## config.mk

```make
export PLATFORM = sky130hd
export DESIGN_NAME = uart_tx_arbiter
export DESIGN_NICKNAME = d
export VERILOG_FILES = /design/src/rtl/uart_tx_arbiter_pkg.sv /design/src/rtl/uart_tx_arbiter_rr_pick.sv /design/src/rtl/uart_tx_arbiter.sv
export SDC_FILE = /design/constraint.sdc
export NUM_CORES = 1
export LEC_CHECK = 0
export BUFFER_PORTS_ARGS = -buffer_cell sky130_fd_sc_hd__clkbuf_2
export CAP_MARGIN = 40
export CORE_ASPECT_RATIO = 2
export CORE_MARGIN = 2
export CORE_UTILIZATION = 56
export DETAILED_ROUTE_END_ITERATION = 12
export HOLD_SLACK_MARGIN = 0.05
export PLACE_DENSITY = 0.84
export REMOVE_ABC_BUFFERS = 1
export SYNTH_ARGS = -nofsm -noshare
export SYNTH_HDL_FRONTEND = slang
export SYNTH_SLANG_ARGS = --single-unit
```

## constraint.sdc

```tcl
create_clock -name clk -period 2.8 [get_ports clk]
set_input_delay 0.7 -clock clk [delete_from_list [all_inputs] [get_ports clk]]
set_output_delay 0.7 -clock clk [all_outputs]
set_load 0.02 [all_outputs]
```

## src/rtl/uart_tx_arbiter_pkg.sv

```systemverilog
// Shared definitions for the uart_tx channel arbiter and its producers.
// State encodings, byte width and line-ending characters.
package uart_tx_arbiter_pkg;

    localparam int BYTE_W = 8;

    localparam logic [BYTE_W-1:0] CHAR_CR = 8'h0D;
    localparam logic [BYTE_W-1:0] CHAR_LF = 8'h0A;

    typedef enum logic {
        ST_IDLE = 1'b0,
        ST_XFER = 1'b1
    } arb_state_e;

endpackage

```

## src/rtl/uart_tx_arbiter_rr_pick.sv

```systemverilog
// Combinational round-robin selector: first set request at or after ptr_i.
// Produces the winner one-hot, its index and an any-request flag.
module uart_tx_arbiter_rr_pick #(
    parameter int N  = 3,
    parameter int IW = $clog2(N)
) (
    input  logic [N-1:0]  req_i,
    input  logic [IW-1:0] ptr_i,
    output logic [N-1:0]  onehot_o,
    output logic [IW-1:0] idx_o,
    output logic          any_o
);

    int j;

    // Walk from farthest to nearest so the nearest request wins last.
    always_comb begin
        onehot_o = '0;
        idx_o    = '0;
        any_o    = |req_i;
        j        = 0;
        for (int k = N - 1; k >= 0; k--) begin
            j = int'(ptr_i) + k;
            if (j >= N) j = j - N;
            if (req_i[j]) begin
                onehot_o    = '0;
                onehot_o[j] = 1'b1;
                idx_o       = IW'(j);
            end
        end
    end

endmodule

```

## src/rtl/uart_tx_arbiter.sv

```systemverilog
// Packet-granular round-robin arbiter sharing one uart_tx byte channel.
// Holds the grant until a last byte, with a mid-packet stall watchdog.
module uart_tx_arbiter
    import uart_tx_arbiter_pkg::*;
#(
    parameter  int NUM_REQ       = 3,
    parameter  int STALL_TIMEOUT = 2700000,
    localparam int IDX_W         = $clog2(NUM_REQ)
) (
    input  logic                      clk,
    input  logic                      rst_n,
    input  logic [NUM_REQ*BYTE_W-1:0] req_data,
    input  logic [NUM_REQ-1:0]        req_valid,
    input  logic [NUM_REQ-1:0]        req_last,
    output logic [NUM_REQ-1:0]        req_ready,
    output logic [BYTE_W-1:0]         tx_data,
    output logic                      tx_data_valid,
    input  logic                      tx_data_ready,
    output logic [NUM_REQ-1:0]        grant,
    output logic                      busy,
    output logic                      stall_abort,
    output logic [IDX_W-1:0]          stall_id
);

    localparam int CW = (STALL_TIMEOUT > 0) ? $clog2(STALL_TIMEOUT + 1) : 1;
    localparam logic [CW-1:0] CNT_LAST =
        CW'((STALL_TIMEOUT > 0) ? STALL_TIMEOUT - 1 : 0);
    localparam logic [IDX_W-1:0] IDX_MAX = IDX_W'(NUM_REQ - 1);

    arb_state_e          state_q, state_d;
    logic [NUM_REQ-1:0]  grant_q, grant_d;
    logic [IDX_W-1:0]    owner_q, owner_d;
    logic [IDX_W-1:0]    rr_ptr_q, rr_ptr_d;
    logic [IDX_W-1:0]    stall_id_q, stall_id_d;
    logic [CW-1:0]       cnt_q, cnt_d;
    logic                abort_q, abort_d;
    logic [BYTE_W-1:0]   data_q, data_d;
    logic                valid_q, valid_d;

    logic [NUM_REQ-1:0]  pick_oh;
    logic [IDX_W-1:0]    pick_idx;
    logic                pick_any;
    logic                out_free;
    logic                xfer;
    logic                accept;
    logic                owner_valid;
    logic                owner_last;
    logic [IDX_W-1:0]    next_ptr;

    uart_tx_arbiter_rr_pick #(
        .N  (NUM_REQ),
        .IW (IDX_W)
    ) u_pick (
        .req_i    (req_valid),
        .ptr_i    (rr_ptr_q),
        .onehot_o (pick_oh),
        .idx_o    (pick_idx),
        .any_o    (pick_any)
    );

    assign out_free    = !valid_q || tx_data_ready;
    assign xfer        = (state_q == ST_XFER);
    assign req_ready   = (xfer && out_free) ? grant_q : '0;
    assign accept      = |(req_valid & req_ready);
    assign owner_valid = req_valid[owner_q];
    assign owner_last  = req_last[owner_q];
    assign next_ptr    = (owner_q == IDX_MAX) ? '0 : owner_q + 1'b1;

    always_comb begin
        state_d    = state_q;
        grant_d    = grant_q;
        owner_d    = owner_q;
        rr_ptr_d   = rr_ptr_q;
        cnt_d      = cnt_q;
        abort_d    = 1'b0;
        stall_id_d = stall_id_q;
        data_d     = data_q;
        valid_d    = valid_q;

        if (accept) begin
            data_d  = req_data[{owner_q, 3'b000} +: BYTE_W];
            valid_d = 1'b1;
        end else if (valid_q && tx_data_ready) begin
            valid_d = 1'b0;
        end

        unique case (state_q)
            ST_IDLE: begin
                if (pick_any) begin
                    grant_d = pick_oh;
                    owner_d = pick_idx;
                    cnt_d   = '0;
                    state_d = ST_XFER;
                end
            end
            ST_XFER: begin
                if (accept) begin
                    cnt_d = '0;
                    if (owner_last) begin
                        grant_d  = '0;
                        rr_ptr_d = next_ptr;
                        state_d  = ST_IDLE;
                    end
                end else if (STALL_TIMEOUT > 0 && !owner_valid) begin
                    // Backpressure with valid held high never counts.
                    if (cnt_q == CNT_LAST) begin
                        grant_d    = '0;
                        rr_ptr_d   = next_ptr;
                        abort_d    = 1'b1;
                        stall_id_d = owner_q;
                        state_d    = ST_IDLE;
                    end else begin
                        cnt_d = cnt_q + 1'b1;
                    end
                end
            end
            default: state_d = ST_IDLE;
        endcase
    end

    always_ff @(posedge clk or negedge rst_n) begin
        if (!rst_n) begin
            state_q    <= ST_IDLE;
            grant_q    <= '0;
            owner_q    <= '0;
            rr_ptr_q   <= '0;
            cnt_q      <= '0;
            abort_q    <= 1'b0;
            stall_id_q <= '0;
            data_q     <= '0;
            valid_q    <= 1'b0;
        end else begin
            state_q    <= state_d;
            grant_q    <= grant_d;
            owner_q    <= owner_d;
            rr_ptr_q   <= rr_ptr_d;
            cnt_q      <= cnt_d;
            abort_q    <= abort_d;
            stall_id_q <= stall_id_d;
            data_q     <= data_d;
            valid_q    <= valid_d;
        end
    end

    assign grant         = grant_q;
    assign tx_data       = data_q;
    assign tx_data_valid = valid_q;
    assign busy          = xfer || valid_q;
    assign stall_abort   = abort_q;
    assign stall_id      = stall_id_q;

endmodule

```

==> results.md <==
- Final setup fails: 0
- WS Path Type: reg2reg
- Clk_lat worst skew: 0.31 ns
- Largest area contributor in the netlist: dfrtp_1
- Avg Inst Size Synth: 8.77 um^2
- First-pass GRT wire length: 11,400 um
- Synthesized area: 0.00269 mm^2
- RSZ-0062 raised after global routing: no
- Syn Inst Count: 307
- Slew at the pin closest to its max-slew limit: 0.511 ns
- Share of cells above drive strength 1: 25.8%
- Worst-path clk slew: 0.09 ns
- Cts repair resizes: 0
- Site Rows: 35
- CP arrival: 2.64 ns
- Drt wl/cell: 17.3 um
- Clock buffer depth: 2
- Vias in the first global route: 2,492
- CP Launch Type: flip-flop
- Via Count: 2,632
- EDFF count, synth: 0
- CTS Buf Count: 5
- Final WL: 7170 um
- Non-Filler Instances: 415
- Clk root buf: clkbuf_8
- Chip Width: 53.0 um
- Via/cell ratio: 6.34
- Worst Hold Slack: 0.311 ns
- Yosys reg bits: 42
- Fin crit period: 2.46 ns
- Synth top area share: 39.1%
- Post-DP HPWL: 5420 um
- Max VDD drop: 486 uV
- Area delta synth->final: 15.8%
- Top post-synthesis cells by area: dfrtp_1, nand2_1, a21oi_1, mux2i_1, nand3_1
- Max-slew violation count: 0
- Status: finished, final reports clean
- Fin nets: 396
- Power per Cell Area: 862 mW/mm^2
- Postcts setup bufs: 0
- Ports: 52
- Overall power: 0.00269 W
- Clk_skew: 0.0128 ns
- Synth Flop Type: dfrtp_1
- Gr usage total: 28.2%
- DRC marker count from the first detailed-route iteration: 93
- Period utilization: 87.7%
- F_max: 0.407 GHz
- Drt pass-1 iters: 5
- Core area: 0.00460 mm^2
- Max cap viols: 0
- Leakage: 1.42 nW
- Worst min path class: in2async
- Post-synth cell types: 64
- Fin area: 0.00312 mm^2
- PortBufs: 51
- Initial Util: 58.5%
- Number of diodes: 0
- Largest net degree at the start of global routing: 22
- Critical Path Fanout Max: 8
- Antenna violations before repair: 0
- CTS tree: yes
- FILL cells: 389
- CP endpoint kind: flip-flop
- GRT overflow: 0
- Relative slew slack: 66.0%
- CTS H-tree lvls: 2
- Hold Vio Cnt, Final: 0
- Area after DPL: 0.00302 mm^2
- Routability cong.: 0.944
- Die footprint: 0.00541 mm^2
- DRC Markers: 0
- Die Span Y: 102 um
- YS warnings: 0
- CTS sink count: 42
- Synth async-reset ratio: 100%
- CTS Hold Buffers Added: 0
- WP data required: 2.99 ns
- Detail Route Antenna Nets: 0
- TNS Setup: 0 ns
- Sequential fraction of the synthesis area: 39.1%
- Placed Instances: 407
placed cells by master (no fill, tap or decap), types with 4 or more instances in the layout:
cell      count
o21ai_0      15
dfrtp_1      42
clkbuf_8      5
nand3_1      19
o211ai_1      7
nand2_1      33
o21a_1        5
mux2i_1      12
o22ai_1       4
a21oi_1      24
or3_1         4
buf_4        13
ha_1          4
nor2b_1       4
and2_1        6
clkbuf_2     51
nor2_1       23
nor4_1        5
inv_1         7
or4_1         6
nand4_1       8
registers in the layout (all words and copies together), names as in the netlist:
| signal | cells |
|---|---|
| cnt_q | 22 |
| tx_data | 8 |
| grant | 3 |
| owner_q | 2 |
| rr_ptr_q | 2 |
| stall_id | 2 |
| stall_abort | 1 |
| state_q | 1 |
| tx_data_valid | 1 |
layer usage:
layer	track usage [%]	share of wire [%]	vias to the layer above
li1	-	-	1250
met3	2.92	3.4	35
met2	51.9	56	95
met1	29.3	36	1252
met4	17.0	5.2	0
met5	0	0	-
final timing paths:
kind / from / endpoint / slack [ns] / depth (start not counted)
worst max-delay path: cnt_q[1]$_DFFE_PN0P_ / cnt_q[18]$_DFFE_PN0P_ / 0.34 / 6
worst min-delay path: rst_n / cnt_q[11]$_DFFE_PN0P_ / 0.31 / 1
worst max register to register: cnt_q[1]$_DFFE_PN0P_ / cnt_q[18]$_DFFE_PN0P_ / 0.34 / 6
worst min register to register: stall_id[0]$_DFFE_PN0P_ / stall_id[0]$_DFFE_PN0P_ / 0.48 / 2
max in group asynchronous: rst_n / cnt_q[13]$_DFFE_PN0P_ / 1.92 / 2
min in group clk: stall_id[0]$_DFFE_PN0P_ / stall_id[0]$_DFFE_PN0P_ / 0.48 / 2
worst max-delay path, stage by stage, from the launching register on:
cell and delay [ns]:
dfrtp_1 0.40, ha_1 0.30, nand4_1 0.25, nor4_1 0.45
nand4_1 0.36, o211a_1 0.32, a211o_1 0.26
where the power goes:
part           internal [W]  total (W)  leakage [nW]  switching [W]
clock              0.000178   0.000415        0.0408       0.000236
sequential         0.000743   0.000869         0.547       0.000126
combinational      0.000540    0.00140         0.830       0.000862
total               0.00146    0.00269          1.42        0.00122
area by class of cell:
cell class	instances	area (um^2)	area share [%]
clock inverter	3	23.8	0.763
multi-input combinational	239	1530	48.9
inverter	7	26.3	0.843
clock buffer	5	68.8	2.21
timing repair buffer	64	353	11.3
tap	55	68.8	2.21
sequential	42	1050	33.7
logic make-up after synthesis:
| group | count (synthesis) | synth area share, % |
|---|---|---|
| simple gates | 137 | 28.6 |
| compound gates | 83 | 20.2 |
| flops | 42 | 39.1 |
| buf+inv | 26 | 4.28 |
| mux | 15 | 6.00 |
| fa+ha+maj | 4 | 1.86 |
through the flow:
stage | setup slack (ns) | util, %
floorplan | 0.293 | -
global placement | 0.303 | 65.8
detailed placement | 0.250 | 65.8
CTS | 0.338 | 67.8
global route | 0.105 | 67.8
finish | 0.345 | 67.8
synth_stat cells (2+ instances only):
cell type,count
a211o_1,3
nand2_1,33
nor2b_1,4
o21ai_1,2
nor4_1,5
inv_1,7
mux2_4,2
nand3_1,19
nor2_1,23
o22ai_1,4
or4_1,6
a21oi_1,24
o21a_1,5
o211a_1,3
and3_1,3
or3_1,4
buf_2,5
and4_1,2
o211ai_1,7
or2_2,3
dfrtp_1,42
nand4_1,8
clkbuf_1,11
a31oi_1,3
nor3_1,3
o32a_1,2
and2_1,6
mux2i_1,12
a21o_1,3
nand3b_1,2
ha_1,4
o21ai_0,15
No activity file was read; power rests on OpenSTA's default activity.
